**src/rtl/jtag_types_pkg.sv**
```systemverilog
// Shared types and constants for the AHB-Lite debug access point.
//   ap_op_t     : 3-bit debug command opcodes
//   ap_state_t  : access-point FSM states
//   htrans_t    : AHB HTRANS encoding (only IDLE and NONSEQ are used)
//   decode_op() : extracts the opcode from the top bits of a command word
package jtag_types_pkg;

    typedef enum logic [2:0] {
        OpNop     = 3'd0,
        OpSetAddr = 3'd1,
        OpWrite   = 3'd2,
        OpRead    = 3'd3,
        OpReadN   = 3'd4,
        OpSetCsr  = 3'd5,
        OpClrErr  = 3'd6,
        OpRsvd    = 3'd7
    } ap_op_t;

    typedef enum logic [2:0] {
        StIdle,
        StFetch,
        StAddr,
        StData,
        StRsp
    } ap_state_t;

    typedef logic [1:0] htrans_t;

    localparam htrans_t     HTRANS_IDLE   = 2'b00;
    localparam htrans_t     HTRANS_NONSEQ = 2'b10;
    localparam logic [2:0]  HBURST_SINGLE = 3'b000;
    localparam logic [31:0] AP_ERR_WORD   = 32'hDEAD_BEEF;

    function automatic ap_op_t decode_op(input logic [2:0] op_bits);
        return ap_op_t'(op_bits);
    endfunction

endpackage

```
**src/rtl/ahb_ap_master.sv**
```systemverilog
// AHB-Lite master access point. Pops debug commands from a first-word-fall-through
// command FIFO, runs each as a single non-pipelined AHB-Lite transfer and pushes read
// data into a response FIFO. Holds an address register with optional auto-increment
// and supports multi-word reads (READ_N).
//
// Command word: {op[2:0], size[1:0], payload[DATA_W-1:0]}
//
// Ports:
//   CLK, nRST            clock, asynchronous active-low reset
//   rempty, rdata, rinc  command FIFO: empty flag, head word, pop strobe
//   wfull, wdata, winc   response FIFO: full flag, push word, push strobe
//   HADDR..HWDATA        AHB-Lite master outputs (single NONSEQ transfers only)
//   HRDATA,HREADY,HRESP  AHB-Lite slave responses
//   busy                 high whenever the FSM is not idle
//   err                  sticky bus error
//
// Build option: define AHB_AP_ERR_EN to honour HRESP. Without it HRESP is ignored,
// err is tied 0 and CLR_ERR is a no-op.
module ahb_ap_master
    import jtag_types_pkg::*;
#(
    parameter int unsigned ADDR_W = 32,
    parameter int unsigned DATA_W = 32,
    parameter int unsigned CNT_W  = 16,
    parameter int unsigned CMD_W  = DATA_W + 5
) (
    input  logic              CLK,
    input  logic              nRST,
    input  logic              rempty,
    input  logic [CMD_W-1:0]  rdata,
    output logic              rinc,
    input  logic              wfull,
    output logic [DATA_W-1:0] wdata,
    output logic              winc,
    output logic [ADDR_W-1:0] HADDR,
    output logic [1:0]        HTRANS,
    output logic              HWRITE,
    output logic [2:0]        HSIZE,
    output logic [2:0]        HBURST,
    output logic [DATA_W-1:0] HWDATA,
    input  logic [DATA_W-1:0] HRDATA,
    input  logic              HREADY,
    input  logic              HRESP,
    output logic              busy,
    output logic              err
);

    ap_state_t         state_q;
    logic [ADDR_W-1:0] addr_q;
    logic              autoinc_q;
    logic [ADDR_W-1:0] haddr_q;
    htrans_t           htrans_q;
    logic              hwrite_q;
    logic [1:0]        size_q;
    logic [DATA_W-1:0] hwdata_q;
    logic [DATA_W-1:0] rsp_q;
    logic [CNT_W-1:0]  cnt_q;  // beats still to run after the current one

    // Command fields straight off the FIFO head
    ap_op_t            cmd_op;
    logic [1:0]        cmd_size;
    logic [DATA_W-1:0] cmd_payload;
    logic [CNT_W-1:0]  cmd_cnt;
    logic [CNT_W-1:0]  cmd_extra_beats;
    logic [ADDR_W-1:0] addr_step;
    logic              xfer_fault;
    logic              cmd_blocked;

    assign cmd_op      = decode_op(rdata[DATA_W+2 +: 3]);
    assign cmd_size    = rdata[DATA_W +: 2];
    assign cmd_payload = rdata[DATA_W-1:0];
    assign cmd_cnt     = cmd_payload[CNT_W-1:0];
    // A count of zero still runs one beat
    assign cmd_extra_beats = (cmd_cnt == '0) ? '0 : cmd_cnt - CNT_W'(1);
    assign addr_step       = ADDR_W'(1) << size_q;

`ifdef AHB_AP_ERR_EN
    localparam logic [DATA_W-1:0] ErrWord = DATA_W'(AP_ERR_WORD);
    logic err_q;
    // err_q can only be set during this transfer's data phase: no transfer starts
    // while it is set, so it also remembers an HRESP seen in an earlier wait cycle.
    assign xfer_fault  = HRESP | err_q;
    assign cmd_blocked = err_q && (cmd_op != OpClrErr);
    assign err         = err_q;
`else
    logic unused_hresp;
    assign unused_hresp = HRESP;
    assign xfer_fault   = 1'b0;
    assign cmd_blocked  = 1'b0;
    assign err          = 1'b0;
`endif

    // Strobes decode the state register; winc must also see wfull this cycle so it
    // can never push into a full FIFO.
    assign rinc   = (state_q == StFetch);
    assign winc   = (state_q == StRsp) && !wfull;
    assign busy   = (state_q != StIdle);
    assign wdata  = rsp_q;
    assign HADDR  = haddr_q;
    assign HTRANS = htrans_q;
    assign HWRITE = hwrite_q;
    assign HSIZE  = {1'b0, size_q};
    assign HBURST = HBURST_SINGLE;
    assign HWDATA = hwdata_q;

    always_ff @(posedge CLK or negedge nRST) begin
        if (!nRST) begin
            state_q   <= StIdle;
            addr_q    <= '0;
            autoinc_q <= 1'b0;
            haddr_q   <= '0;
            htrans_q  <= HTRANS_IDLE;
            hwrite_q  <= 1'b0;
            size_q    <= 2'b00;
            hwdata_q  <= '0;
            rsp_q     <= '0;
            cnt_q     <= '0;
`ifdef AHB_AP_ERR_EN
            err_q     <= 1'b0;
`endif
        end else begin
            unique case (state_q)
                StIdle: begin
                    if (!rempty) state_q <= StFetch;
                end

                StFetch: begin
                    state_q <= StIdle;
                    if (!cmd_blocked) begin
                        unique case (cmd_op)
                            OpSetAddr: addr_q    <= ADDR_W'(cmd_payload);
                            OpSetCsr:  autoinc_q <= cmd_payload[0];
                            OpClrErr: begin
`ifdef AHB_AP_ERR_EN
                                err_q <= 1'b0;
`endif
                            end
                            OpWrite, OpRead, OpReadN: begin
                                state_q  <= StAddr;
                                htrans_q <= HTRANS_NONSEQ;
                                haddr_q  <= addr_q;
                                hwrite_q <= (cmd_op == OpWrite);
                                size_q   <= cmd_size;
                                hwdata_q <= cmd_payload;
                                cnt_q    <= (cmd_op == OpReadN) ? cmd_extra_beats : '0;
                            end
                            default: ;  // NOP and reserved opcode: popped only
                        endcase
                    end
                end

                StAddr: begin
                    htrans_q <= HTRANS_IDLE;
                    state_q  <= StData;
                end

                StData: begin
`ifdef AHB_AP_ERR_EN
                    if (HRESP) err_q <= 1'b1;
`endif
                    if (HREADY) begin
                        if (autoinc_q) addr_q <= addr_q + addr_step;
                        if (hwrite_q) begin
                            state_q <= StIdle;
                        end else begin
                            state_q <= StRsp;
`ifdef AHB_AP_ERR_EN
                            rsp_q <= xfer_fault ? ErrWord : HRDATA;
`else
                            rsp_q <= HRDATA;
`endif
                            // A faulted read abandons any remaining beats
                            if (xfer_fault) cnt_q <= '0;
                        end
                    end
                end

                StRsp: begin
                    if (!wfull) begin
                        if (cnt_q != '0) begin
                            cnt_q    <= cnt_q - CNT_W'(1);
                            haddr_q  <= addr_q;
                            htrans_q <= HTRANS_NONSEQ;
                            state_q  <= StAddr;
                        end else begin
                            state_q <= StIdle;
                        end
                    end
                end

                default: state_q <= StIdle;
            endcase
        end
    end

endmodule
```
**config.mk**
```make
export PLATFORM = sky130hd
export DESIGN_NAME = ahb_ap_master
export DESIGN_NICKNAME = d
export VERILOG_FILES = /design/src/rtl/jtag_types_pkg.sv /design/src/rtl/ahb_ap_master.sv
export SDC_FILE = /design/constraint.sdc
export NUM_CORES = 1
export LEC_CHECK = 0
export CAP_MARGIN = 20
export CORE_ASPECT_RATIO = 0.8
export CORE_UTILIZATION = 36
export CTS_CLUSTER_DIAMETER = 120
export DETAILED_ROUTE_END_ITERATION = 16
export RECOVER_POWER = 50
export SETUP_SLACK_MARGIN = 0.02
export SYNTH_ARGS = -nofsm -noshare
export SYNTH_HDL_FRONTEND = slang
export SYNTH_SLANG_ARGS = --single-unit
```
**constraint.sdc**
```tcl
create_clock -name CLK -period 2.27 [get_ports CLK]
set_input_delay 0.3405 -clock CLK [delete_from_list [all_inputs] [get_ports CLK]]
set_output_delay 0.3405 -clock CLK [all_outputs]
set_load 0.005 [all_outputs]
```
==> results of run 1 <==
[cell usage after synthesis, types with 6 or more instances]
cell	number	area share [%]
ha_1	6	0.99
mux2_1	25	3.7
xnor2_1	10	1.2
a21oi_1	42	2.8
buf_2	12	0.79
nand2_1	87	4.3
mux2_2	55	8.1
nand4_1	12	0.99
nor2_1	32	1.6
inv_1	10	0.49
a311oi_1	11	1.3
a22o_1	8	0.92
buf_1	6	0.30
o21ai_0	44	2.9
dfrtp_1	152	50
or3_1	9	0.74
nor4_1	7	0.58
clkbuf_1	15	0.74
o22ai_1	12	0.99
a21o_1	7	0.69
a31oi_1	9	0.74
nand3_1	16	1.1
buf_4	7	0.69
nor3_1	21	1.4
[per-layer routing]
metal	wire length, um	vias up
li1	-	3149
met1	10900	3355
met2	10300	247
met3	1700	21
met4	218	0
met5	0	-
[per-stage QoR]
stage	TNS [ps]	utilization, %	total power, mW	hold WS (ps)	std cells
after CTS	-84.5	53.0	14.8	477	1247
after floorplan	0	-	8.05	44.9	720
final	0	53.6	14.8	469	1254
after global routing	-105	53.6	15.7	480	1254
after detailed placement	-2110	49.7	11.7	380	1211
after global placement	-2200	49.7	11.6	378	1211
[tightest hold or removal path: stages (launching register included)]
cell and delay, ps:
dfrtp_1 340, nand2_1 50, nand2_1 50
[registers in the layout, summed over array words and instances (netlist names)]
name / cells
HADDR: 32
HTRANS: 1
HWDATA: 32
HWRITE: 1
addr_q: 32
autoinc_q: 1
cnt_q: 16
size_q: 2
state_q: 3
wdata: 32
[layout make-up]
type	count	area, um^2	area share (%)
Sequential cell	152	3810	34.3
Tap cell	269	337	3.03
Clock inverter	6	87.6	0.789
Clock buffer	25	505	4.55
Inverter	10	37.5	0.338
Multi-Input combinational cell	515	3660	33.0
Timing Repair Buffer	277	2670	24.0
[cell families after synthesis]
| family | Yosys count | synth area share (%) |
|---|---|---|
| flops | 152 | 50.0 |
| buf+inv | 53 | 3.69 |
| fa+ha+maj | 7 | 1.25 |
| mux | 81 | 12.0 |
| compound gates | 176 | 15.4 |
| other cells | 1 | 0.0493 |
| xor+xnor | 14 | 1.61 |
| simple gates | 231 | 15.9 |
[worst max-delay path by stage]
stage / start / end / slack, ps
floorplan: cnt_q[0] / HADDR[25] / 60
global placement: rdata[10] / cnt_q[6] / -230
detailed placement: rdata[0] / cnt_q[6] / -220
CTS: state_q[1] / winc / -80
global route: size_q[1] / addr_q[26] / -60
finish: size_q[1] / addr_q[26] / 9
[report_power, final]
part,leakage [nW],total [mW],internal (mW),switching (mW)
combinational,2.59,6.93,3.92,3.02
clock,0.294,2.93,1.76,1.16
sequential,1.85,4.92,4.00,0.920
[repair_timing]
item	CTS	global route
setup endpoints to repair	33	41
gates cloned	1	0
gates resized for setup	8	23
hold buffers	1	0
hold endpoints to repair	57	0
buffers inserted	3	7
pin swaps	0	11
==> flow_results.org, run 1 <==
** Hold path
- In this run the worst hold path is classified as reg -> reg.
- Launch point of the worst hold path :: HWDATA[9]
- Worst min-delay path endpoint :: HWDATA[9]
- Hold Path Depth :: 2

** Placement
- Once detailed placement completed, the half-perimeter wirelength came to 16400 um.
- The congestion estimate from routability-driven global placement came to 0.878.
- After detailed placement, the total cell area comes to 10300 um^2.
- Before CTS, the worst setup slack after placement is -217 ps.
- Port buffering added 176 buffers.

** STA
- Setup ws final :: 9.39 ps
- Setup repair after global routing could not meet its margin everywhere.
- Between clock sinks in the finished design, the worst skew comes to 9.28 ps.
- After layout, the worst path uses 99.6% of the clock period.
- The number of pins with negative max-slew slack in the final report came to 0.
- Clock period minus worst slack :: 2260 ps
- In this run the tightest slew margin relative to its limit is 1.96%.
- For the pin with the worst max-slew slack, the measured transition is 1470 ps.
- Derived from the worst setup path, the maximum achievable clock frequency is 442 MHz.
- Setup violations remaining at the end of the flow were counted as 0.
- Number of hold violations in the final report :: 0

** Route
- Remaining routing DRC violations :: 0
- In the final routed layout, each cell accounts on average for 18.4 um.
- The pre-antenna-repair detailed-routing pass consisted of 5 iterations.
- After the first detailed-routing iteration, the DRC count stood at 666.
- Vias per inst :: 5.40
- Total number of vias :: 6772
- Once detail routing completed, the nets flagged for antenna violations numbered 0.
- The routed design has 23100 um of wire.

** Clock tree
- Maximum count of clock buffers along a single path :: 2
- H-tree lvl count :: 4
- Clock latency at the later pin of the worst-skew pair :: 430 ps
- TritonCTS clock tree :: built
- Buffers inserted during clock tree synthesis total 17.
- The cell sitting at the root of the clock tree is a clkbuf_16.
- Clock-pin slew of the registers on the worst-case setup and hold paths :: 60 ps
- The clock drives 152 sinks.

** Setup path
- In this design, the stage delay of the slowest critical-path cell is 440 ps.
- Number of gates on the worst path with buffers counted :: 8
- Critical path's slowest cell :: dfrtp_2
- The worst register-to-register path has a depth of 8.
- Setup crit end kind :: flop
- WP buf/inv :: 1
- Setup slack, reg-to-reg :: 9 ps
- In this run the critical register-to-register path is launched from size_q[1].
- For the worst setup path, the data arrival time is 2590 ps.
- The critical path goes through nor2b_4 > ha_1 > buf_4 > a211o_1 > o211ai_1 > nor3_2 > a211oi_2 > a311oi_2.
- Kind of start point of the critical path :: flop
- Endpoint of the lowest-slack register-to-register path :: addr_q[26]
- The worst setup path is of the reg -> reg kind.
- At the worst endpoint, the required time is 2600 ps.
- Gate family responsible for the most delay along the worst path :: compound AO/OA/AOI/OAI gates
- Along the worst path, the maximum fanout reaches 5.

** Final layout
- Relative to the synthesized area, the layout overhead comes to 46.1%.
- After the last flow step, the layout net total stands at 1055.
- Most frequent cells in the layout :: 150 x dfrtp_1, 145 x clkdlybuf4s50_1, 87 x nand2_1
- In the final layout, the share of cells above drive strength 1 is 22.3%.
- Number of diodes :: 0
- With fillers left out, the area of the finished cells amounts to 11100 um^2.
- Leaving out fill and tap cells, the most frequent cell in the layout is dfrtp_1.
- The layout has 1874 filler cells.

** GRT
- Overall track demand over capacity in global routing :: 22.1%
- Largest net degree at the start of global routing :: 61
- For this run, global-route usage on met1 was measured as 32.2%.
- Met3 track utilization from global routing :: 6.01%
- First-pass GRT wire length :: 36900 um
- The number of global-route vias before repair was 6641.
- For this run, global-route usage on met2 was measured as 32.3%.
- Antenna violations before repair :: 0
- The global routing stage identified its most utilized layer as met2.
- Total overflow reported by the global router :: 0

** Synthesis
- Synthesized flop and latch total :: 152
- Synth cell types :: 74
- Summing every instance area after synthesis gives 7600 um^2.
- Most used DFF post-synth :: dfrtp_1
- Post-Synthesis Cells :: 715
- Fraction of synthesis flops using an asynchronous set or reset pin :: 100%
- Total of warnings raised by yosys :: 0
- Proportion of synthesized chip area in sequential cells :: 50.0%
- Synth Area per Inst :: 10.6 um^2
- Counting flops with a built-in enable in the synthesized netlist gives 0.

** Die
- Die Width :: 164 um
- Height of the die :: 132 um
- The total area inside the core boundary comes to 20700 um^2.
- Row generation in the floorplan step produced 47 rows.
- Die footprint :: 21700 um^2
- 184 I/O pins were placed.
- For this configuration, the core starts out at a cell density of 36.7%.

** Outcome
- The flow ran to the end, and the final reports show no timing, DRC or antenna violations.

** Pwr
- For this design the ratio of total power to cell area is 1330 nW/um^2.
- IR analysis of the VDD net gives a maximum drop of 678 uV.
- P_leak :: 4.74 nW

** Job
- Number of maximum-capacitance violations :: 0
No activity file was read; power rests on OpenSTA's default activity.
==> inputs of run 2 (changes only) <==
--- a/config.mk
+++ b/config.mk
@@ -6,10 +6,10 @@
 export NUM_CORES = 1
 export LEC_CHECK = 0
 export CAP_MARGIN = 20
-export CORE_ASPECT_RATIO = 0.8
 export CORE_UTILIZATION = 36
 export CTS_CLUSTER_DIAMETER = 120
 export DETAILED_ROUTE_END_ITERATION = 16
+export PLACE_DENSITY = 0.65
 export RECOVER_POWER = 50
 export SETUP_SLACK_MARGIN = 0.02
 export SYNTH_ARGS = -nofsm -noshare
==> flow_results.org, run 2 (synthesis gave the netlist of run 1 again) <==
** Pwr
- VDD sags by at most 643 uV.
- Dividing total power by cell area gives a power density of 1300 nW/um^2.
- P_leak :: 4.68 nW
- Overall power consumption :: 14.2 mW

** STA
- The smallest clock period supported by the final layout is computed as 2200 ps.
- After routing, the total negative slack on setup checks comes to 0 ps.
- Number of setup violations in the final report :: 0
- Hold Worst Slack :: 473 ps
- Achievable clock frequency :: 454 MHz
- Number of hold violations in the final report :: 0
- The final critical path takes up 97.0% of the cycle.
- The worst pin sits at a relative slew slack of 6.04%.
- Max Transition Viols Final :: 0
- Setup repair after global routing could not meet its margin everywhere.
- At the pin with the least slew margin, the transition time is 1410 ps.
- The clock arrives with 9.61 ps of skew.
- Across all setup checks in the final design, the least slack found is 68.9 ps.

** Clock tree
- Clock buffer count from CTS :: 17
- TritonCTS built the clock tree.
- H-tree lvl count :: 4
- The clock drives 152 sinks.
- In this run the deepest clock path goes through 2 buffers.
- The tree is rooted in a clkbuf_16.
- At the later pin of the worst-skew pair, clock insertion delay measures 430 ps.
- Clock-pin slew was measured on the worst setup and hold paths at 60 ps.

** Placement
- The congestion estimate from routability-driven global placement came to 0.876.
- Worst slack at placement :: -90.2 ps
- Half-perimeter wire length of the detailed placement result :: 16200 um
- Post-Place Cells :: 1208
- Total cell area at the placement stage :: 10200 um^2
- # port buffers :: 176

** Final layout
- Summed area of non-filler cells in the final layout :: 11000 um^2
- The repair_antennas step left the layout with diodes totalling 0.
- Non-filler instance count after layout :: 1250
- Counting the fill cells in the layout gives 1871.
- Measured on the finished design, the core utilization comes to 53.5%.
- The sequential cells in the finished layout cover a total of 3800 um^2.
- Most common cell after layout, fill and taps aside :: dfrtp_1
- Area occupied by multi-input gates :: 3630 um^2
- Ratio of cells with drive above 1 in the final layout :: 21.4%
- Net count of the finished layout :: 1050
- Compared with the post-synthesis result, the final layout area differs by 44.4%.
- Most frequent cells in the layout :: 151 x dfrtp_1, 128 x clkdlybuf4s50_1, 87 x nand2_1

** Die
- The floorplan step defined a die boundary enclosing 21700 um^2.
- Number of placement rows :: 52
- Std-Cell Core Area :: 20500 um^2
- The initial utilization of the core area, before any placement, comes to 37.1%.
- Height of the die :: 147 um
- Die Width :: 147 um
- During I/O placement, the number of pins put on the boundary was 184.

** Setup path
- Setup crit end kind :: output pin
- For this run, the slowest stage of the critical path takes 510 ps.
- Counting cells, the worst reg-to-reg path comes to 7.
- Required time reported for the critical path endpoint :: 1930 ps
- The worst setup path is of the reg -> out kind.
- Gate family responsible for the most delay along the worst path :: buffers and inverters
- STA puts the critical path data arrival time at 1860 ps.
- Critical path's slowest cell :: clkdlybuf4s50_1
- Worst Path Max Fanout :: 8
- WP buf/inv :: 3
- Number of gates on the worst path with buffers counted :: 4
- Kind of start point of the critical path :: flop
- Walking the worst path, the cells encountered are buf_4 > nor3b_4 > buf_6 > clkdlybuf4s50_1.

** Route
- Detailed-route wire length per cell :: 17.9 um
- Total length of routed wires :: 22400 um
- Number of violations reported at the end of detailed-routing iteration 0 :: 402
- Dividing the detail-routed via count by the number of cells gives 5.38.
- In the routed design, unresolved DRC markers number 0.
- Routed Antenna Nets :: 0
- Detailed routing inserted a total of 6730 vias.
- Iteration count of the initial detailed-routing pass :: 5

** GRT
- Across every metal layer, demand over resource in global routing totals 20.7%.
- Total overflow reported by the global router :: 0
- Vias in the first global route :: 6610
- Antenna violations before repair :: 1
- Largest net degree at the start of global routing :: 51
- First-pass GRT wire length :: 35200 um

** Hold path
- The worst hold path was traced through 2 stages.
- Min-delay worst type :: reg -> reg

** Outcome
- Status :: finished clean

** Job
- Number of maximum-capacitance violations :: 0
-- run 2: layout make-up --
cell class / count / share of cell area [%]
Clock buffer: 20 / 4.16
Multi-Input combinational cell: 515 / 33.1
Tap cell: 270 / 3.08
Clock inverter: 11 / 0.695
Sequential cell: 152 / 34.7
Inverter: 10 / 0.342
Timing Repair Buffer: 272 / 24.0
-- run 2: metal layers --
metal | vias up | global-route usage [%] | wire, um
li1 | 3146 | - | -
met1 | 3312 | 27.5 | 9870
met2 | 232 | 33.6 | 10500
met3 | 38 | 4.60 | 1520
met4 | 2 | 6.55 | 450
met5 | - | 0 | 11
-- run 2: worst min-delay path, stage by stage (launching register included) --
cell and delay [ps]:
dfrtp_1 340, nand2_1 50, nand2_1 50
-- run 2: report_power, final --
group	switching [mW]	total [mW]	internal [mW]
clock	1.16	2.60	1.44
sequential	0.900	4.90	4.00
combinational	2.95	6.72	3.77
-- run 2: path summary, 6_finish.rpt --
| path | slack, ps | from | end |
|---|---|---|---|
| max reg2reg | 90 | cnt_q[1] | HADDR[21] |
| max | 70 | state_q[2] | rinc |
| min in group asynchronous | 770 | nRST | HADDR[17] |
| min reg2reg | 470 | HWDATA[10] | HWDATA[10] |
| min | 470 | HWDATA[10] | HWDATA[10] |
| max in group asynchronous | 620 | nRST | wdata[7] |
-- run 2: repair_timing --
item	4_1_cts	5_1_grt
gates cloned	0	2
hold buffers	1	0
resized for setup	5	16
pin swaps	0	7
setup buffers	0	8
hold endpoints to repair	47	0
setup endpoints to repair	6	44
==> variant 1: new RTL, flow settings as in run 1 <==
Add a define of `AHB_AP_ERR_EN`.
--- a/src/rtl/ahb_ap_master.sv
+++ b/src/rtl/ahb_ap_master.sv
@@ -18,2 +18,4 @@
 // err is tied 0 and CLR_ERR is a no-op.
+`define AHB_AP_ERR_EN
+
 module ahb_ap_master
Formal check against the unedited RTL: not equivalent (a bounded check fails within 10 cycles, from zero or initial values and one cycle with nRST low).
==> variant 1 against run 1 <==
Global-route usage decreased by 0.19 points. Synthesized area is 2.8% higher. Combinational power rose by 4.3%. Sequential cell count increased by 1. Setup slack better by 0.075 ns. Design area is 2.1% higher. Core utilization is 0.35 points higher. Via count up 6.1%. Largest power group unchanged. Die area up 2.8%. Routed wire length increased by 5.3%. Count of clock-buffer cells in the layout down 8. Power is 3.8% higher. The run now ends with capacitance limit, slew limit left.
==> variant 1: results (changes against run 1) <==
INFO  run_status     violations=capacitance limit, slew limit
INFO  cells_and_area layout-drive-gt1-share=22.2% [-0.12 points]
INFO  cts            tritoncts_num_sinks=153 [+0.66%]
INFO  global_route   grt_pass1_vias=6847 [+3.1%]
INFO  yosys          synth_seq_area_share=49.0% [-1.0 points]
INFO  global_route   grt_start_max_net_pins=64 [+4.9%]
INFO  yosys          synth_common_cells=153 x sky130_fd_sc_hd__dfrtp_1, 102 x sky130_fd_sc_hd__nand2_1, 65 x sky130_fd_sc_hd__mux2_2
INFO  drt            vias=7188 [+6.1%]
INFO  global_route   grt_use_total=21.9% [-0.19 points]
INFO  run_status     run_status=complete, but fails checks
INFO  yosys          leading_cell_types_by_total_area_after_synthesis=sky130_fd_sc_hd__dfrtp_1 49%, sky130_fd_sc_hd__mux2_2 9.4%, sky130_fd_sc_hd__nand2_1 4.9%
INFO  sta            clock_skew=0.00915ns [-0.000137 ns]
INFO  place          detailed_place_hpwl=17.0mm [+3.5%]
INFO  yosys          synth_xor_area_share=1.35% [-0.27 points]
INFO  yosys          synth_adder_area_share=1.38% [+0.13 points]
INFO  setup_path     critical_path.max_fanout=8 [+3]
INFO  place          numPortBuffers=178 [+1.1%]
INFO  sta            maxSlewViolCount=61 [+61]
INFO  yosys          synth-compound-area-share=16.8% [+1.4 points]
INFO  min_path       worstHoldPathType=in2reg
INFO  drt            drtIter0Drc=580 [-13%]
INFO  pwr            worst_ir_drop_vdd=561uV [-17%]
INFO  setup_path     arrival=1.84ns [-0.75 ns]
INFO  global_route   grt_first_pass_wirelength=38.1mm [+3.3%]
INFO  sta            worst_pin_slew=1.57ns [+0.101 ns]
INFO  run            max-cap-violations=1 [+1]
==> variant 1: cell type report <==
cell class / count / area (um^2)
multi-input combinational: 566 / 3780
sequential: 153 / 3830
tap: 269 / 337
clock buffer: 17 / 425
inverter: 11 / 41.3
fill: 1896 / 9660
clock inverter: 15 / 211
timing repair buffer: 278 / 2710
==> variant 1: timing repair <==
action	in CTS	in global routing
setup buffers	1	6
gates cloned	0	3
hold endpoints to repair	59	0
endpoints found under the setup margin	10	66
hold buffers	1	0
pin swaps	4	8
resized for setup	6	23
==> variant 1: cells by family after synthesis <==
group,Yosys count
other,1
adders and majority gates,8
AOI/OAI and AO/OA,199
xor gates and xnor gates,12
muxes,69
DFF,153
buffers and inverters,65
and+or+nand+nor,273
==> variant 1: metrics by stage <==
step	std cells	setup WS (ns)	setup TNS (ns)	total power [mW]	utilization, %
finish	1309	0.0847	0	15.3	54.0
global route	1309	-0.00475	-0.00941	16.3	54.0
CTS	1300	0.00334	0	15.3	53.0
detailed placement	1266	-0.288	-5.05	12.0	49.8
global placement	1266	-0.291	-4.60	11.9	49.8
floorplan	784	0.0488	0	8.29	-
==> variant 1: worst paths after layout <==
| kind | startpoint | end | slack (ns) | cells past startpoint |
|---|---|---|---|---|
| max | state_q[0]$_DFFE_PN0P_ | busy | 0.08 | 3 |
| max reg2reg | state_q[1]$_DFFE_PN0P_ | addr_q[24]$_DFFE_PN0P_ | 0.11 | 6 |
| max in group asynchronous | nRST | wdata[15]$_DFFE_PN0P_ | 0.34 | 3 |
| min | HRDATA[4] | wdata[4]$_DFFE_PN0P_ | 0.45 | 3 |
| min in group asynchronous | nRST | size_q[1]$_DFFE_PN0P_ | 0.85 | 2 |
| min reg2reg | wdata[14]$_DFFE_PN0P_ | wdata[14]$_DFFE_PN0P_ | 0.46 | 2 |
==> variant 1: report_power, final <==
group / leakage [nW] / switching [mW] / internal (mW) / total (mW)
combinational: 2.73 / 3.25 / 3.99 / 7.23
sequential: 1.86 / 0.965 / 4.03 / 4.99
clock: 0.308 / 1.25 / 1.87 / 3.12
total: 4.90 / 5.46 / 9.88 / 15.3
==> variant 1: metal layers <==
layer  up-vias  track usage, %  share of wire, %
met5         -               0                 0
met4         0            4.99               1.2
met3        32            6.71               8.1
met2       303            32.3                44
met1      3494            31.5                46
li1       3359               -                 -
==> variant 1: critical path, stage by stage, from the launching register on <==
cell                              delay (ns)
sky130_fd_sc_hd__dfrtp_1                0.41
sky130_fd_sc_hd__buf_4                  0.18
sky130_fd_sc_hd__or3_1                  0.38
sky130_fd_sc_hd__clkdlybuf4s50_1        0.45
==> variant 2: new RTL, settings of run 1 <==
Made on the original files. Encoding of `ap_state_t`: now one-hot (5 bits for 5 states).
--- a/src/rtl/jtag_types_pkg.sv
+++ b/src/rtl/jtag_types_pkg.sv
@@ -18,8 +18,8 @@
 
-    typedef enum logic [2:0] {
-        StIdle,
-        StFetch,
-        StAddr,
-        StData,
-        StRsp
+    typedef enum logic [4:0] {
+        StIdle  = 5'b00001,
+        StFetch = 5'b00010,
+        StAddr  = 5'b00100,
+        StData  = 5'b01000,
+        StRsp   = 5'b10000
     } ap_state_t;
Behaviour: same outputs for any inputs over 4 cycles, from zero or initial values and one cycle with nRST low; so few cycles prove little.
==> variant 2 against run 1 <==
The flow now finishes with violations (DRC). Setup slack improved by 0.036 ns. Sequential share of layout area rose by 0.48 points. Count of clock-buffer cells in the layout fell by 8. Routed wire length fell by 2.9%. Maximum frequency rose by 1.6%. Synthesized area rose by 1.8%. Design area barely moved. Cell count fell by 2.1%. Power fell by 19%. Sequential cell count rose by 2. Sequential power fell by 5.7%. Highest routed layer is now met5.
==> variant 2: results (changes against run 1) <==
INFO  drt            drcViolationCount=10 [+10]
INFO  min_path       worstHoldPathType=in2reg
INFO  sta            final_hold_slack=0.464ns [-0.00544 ns]
INFO  setup_path     worstSetupStartpoint=size_q[1]$_DFFE_PN0N_
INFO  cts            post_cts.repair.setup_buffers=4 [+1]
INFO  min_path       worst_hold_path.endpoint=state_q[1]$_DFFE_PN0P_
INFO  cts            cts-resized-gates=7 [-1]
INFO  yosys          ys_types=81 [+9.5%]
INFO  cells_and_area num-fill-cells=1879 [+0.27%]
INFO  drt            pre_repair_dr_iteration_count=12 [+7]
INFO  yosys          synth_xor_area_share=1.58% [-0.029 points]
INFO  cells_and_area layout.non_clock_buffers=265 [-4.3%]
INFO  setup_path     critPathTopFamily=simple AND/OR/NAND/NOR gates
INFO  run_status     run_status=complete, but fails checks
INFO  cells_and_area area_share_nonclk_buffers=23.0% [-1.0 points]
INFO  cts            tritoncts_num_sinks=154 [+1.3%]
INFO  setup_path     timing.critical_path.to=addr_q[22]$_DFFE_PN0P_
INFO  cells_and_area clockNetworkAreaShare=5.27% [-0.077 points]
INFO  global_route   grt_antenna_before_repair=1 [+1]
INFO  drt            wire_per_inst=18.3um [-0.88%]
INFO  drt            vias=6588 [-2.7%]
INFO  sta            clock_skew=0.0132ns [+0.00396 ns]
INFO  pwr            worst_ir_drop_vdd=501uV [-26%]
INFO  setup_path     ff2ff_setup_slack=0.05ns [+0.04 ns]
INFO  cells_and_area seqAreaFraction=34.8% [+0.48 points]
INFO  cells_and_area syn2layout_area_growth=43.4%
INFO  run_status     violations=DRC
INFO  place          routabilityCongestion=0.855 [-2.6%]
INFO  yosys          synth_adder_area_share=1.39% [+0.14 points]
INFO  yosys          synthMuxAreaShare=14.5% [+2.5 points]
INFO  yosys          synth_seq_area_share=49.8% [-0.24 points]
INFO  place          place_ws=-0.137ns [+0.0800 ns]
INFO  drt            drt_wl_total=22.4mm [-2.9%]
INFO  place          detailed_place_hpwl=16.3mm [-0.86%]
INFO  cells_and_area layout-drive-gt1-share=27.2% [+4.9 points]
INFO  cells_and_area num-nonclk-inverters=11 [+1]
INFO  cells_and_area multi_input_gates=497 [-3.5%]
## variant 2: cell count changes in the layout (fill, tap and decap cells not counted), sizes merged, moves of 5 or more
| cell | run 1 | this run |
|---|---|---|
| clkbuf | 27 | 20 |
| nor2 | 33 | 53 |
| o31ai | 2 | 15 |
| nor3b | 7 | 2 |
| o21ai | 45 | 24 |
| inv | 11 | 18 |
| buf | 99 | 86 |
| clkdlybuf4s50 | 145 | 128 |
| a21oi | 42 | 37 |
| a22o | 8 | 1 |
| dlygate4sd3 | 30 | 46 |
| nand2 | 87 | 38 |
| mux2 | 80 | 99 |
| a311oi | 11 | 6 |
## variant 2: metal layers
| layer | global-route usage [%] | share of wire, % |
|---|---|---|
| met5 | 0 | 0.062 |
| met4 | 5.09 | 0.98 |
| met3 | 6.54 | 8.5 |
| met2 | 30.5 | 43 |
| met1 | 29.1 | 47 |
## variant 2: report_power, final
group          total [mW]  switching [mW]  internal, mW
registers            4.64           0.836          3.81
logic                4.55            1.84          2.71
clock network        2.81            1.34          1.47
total                12.0            4.01          7.98
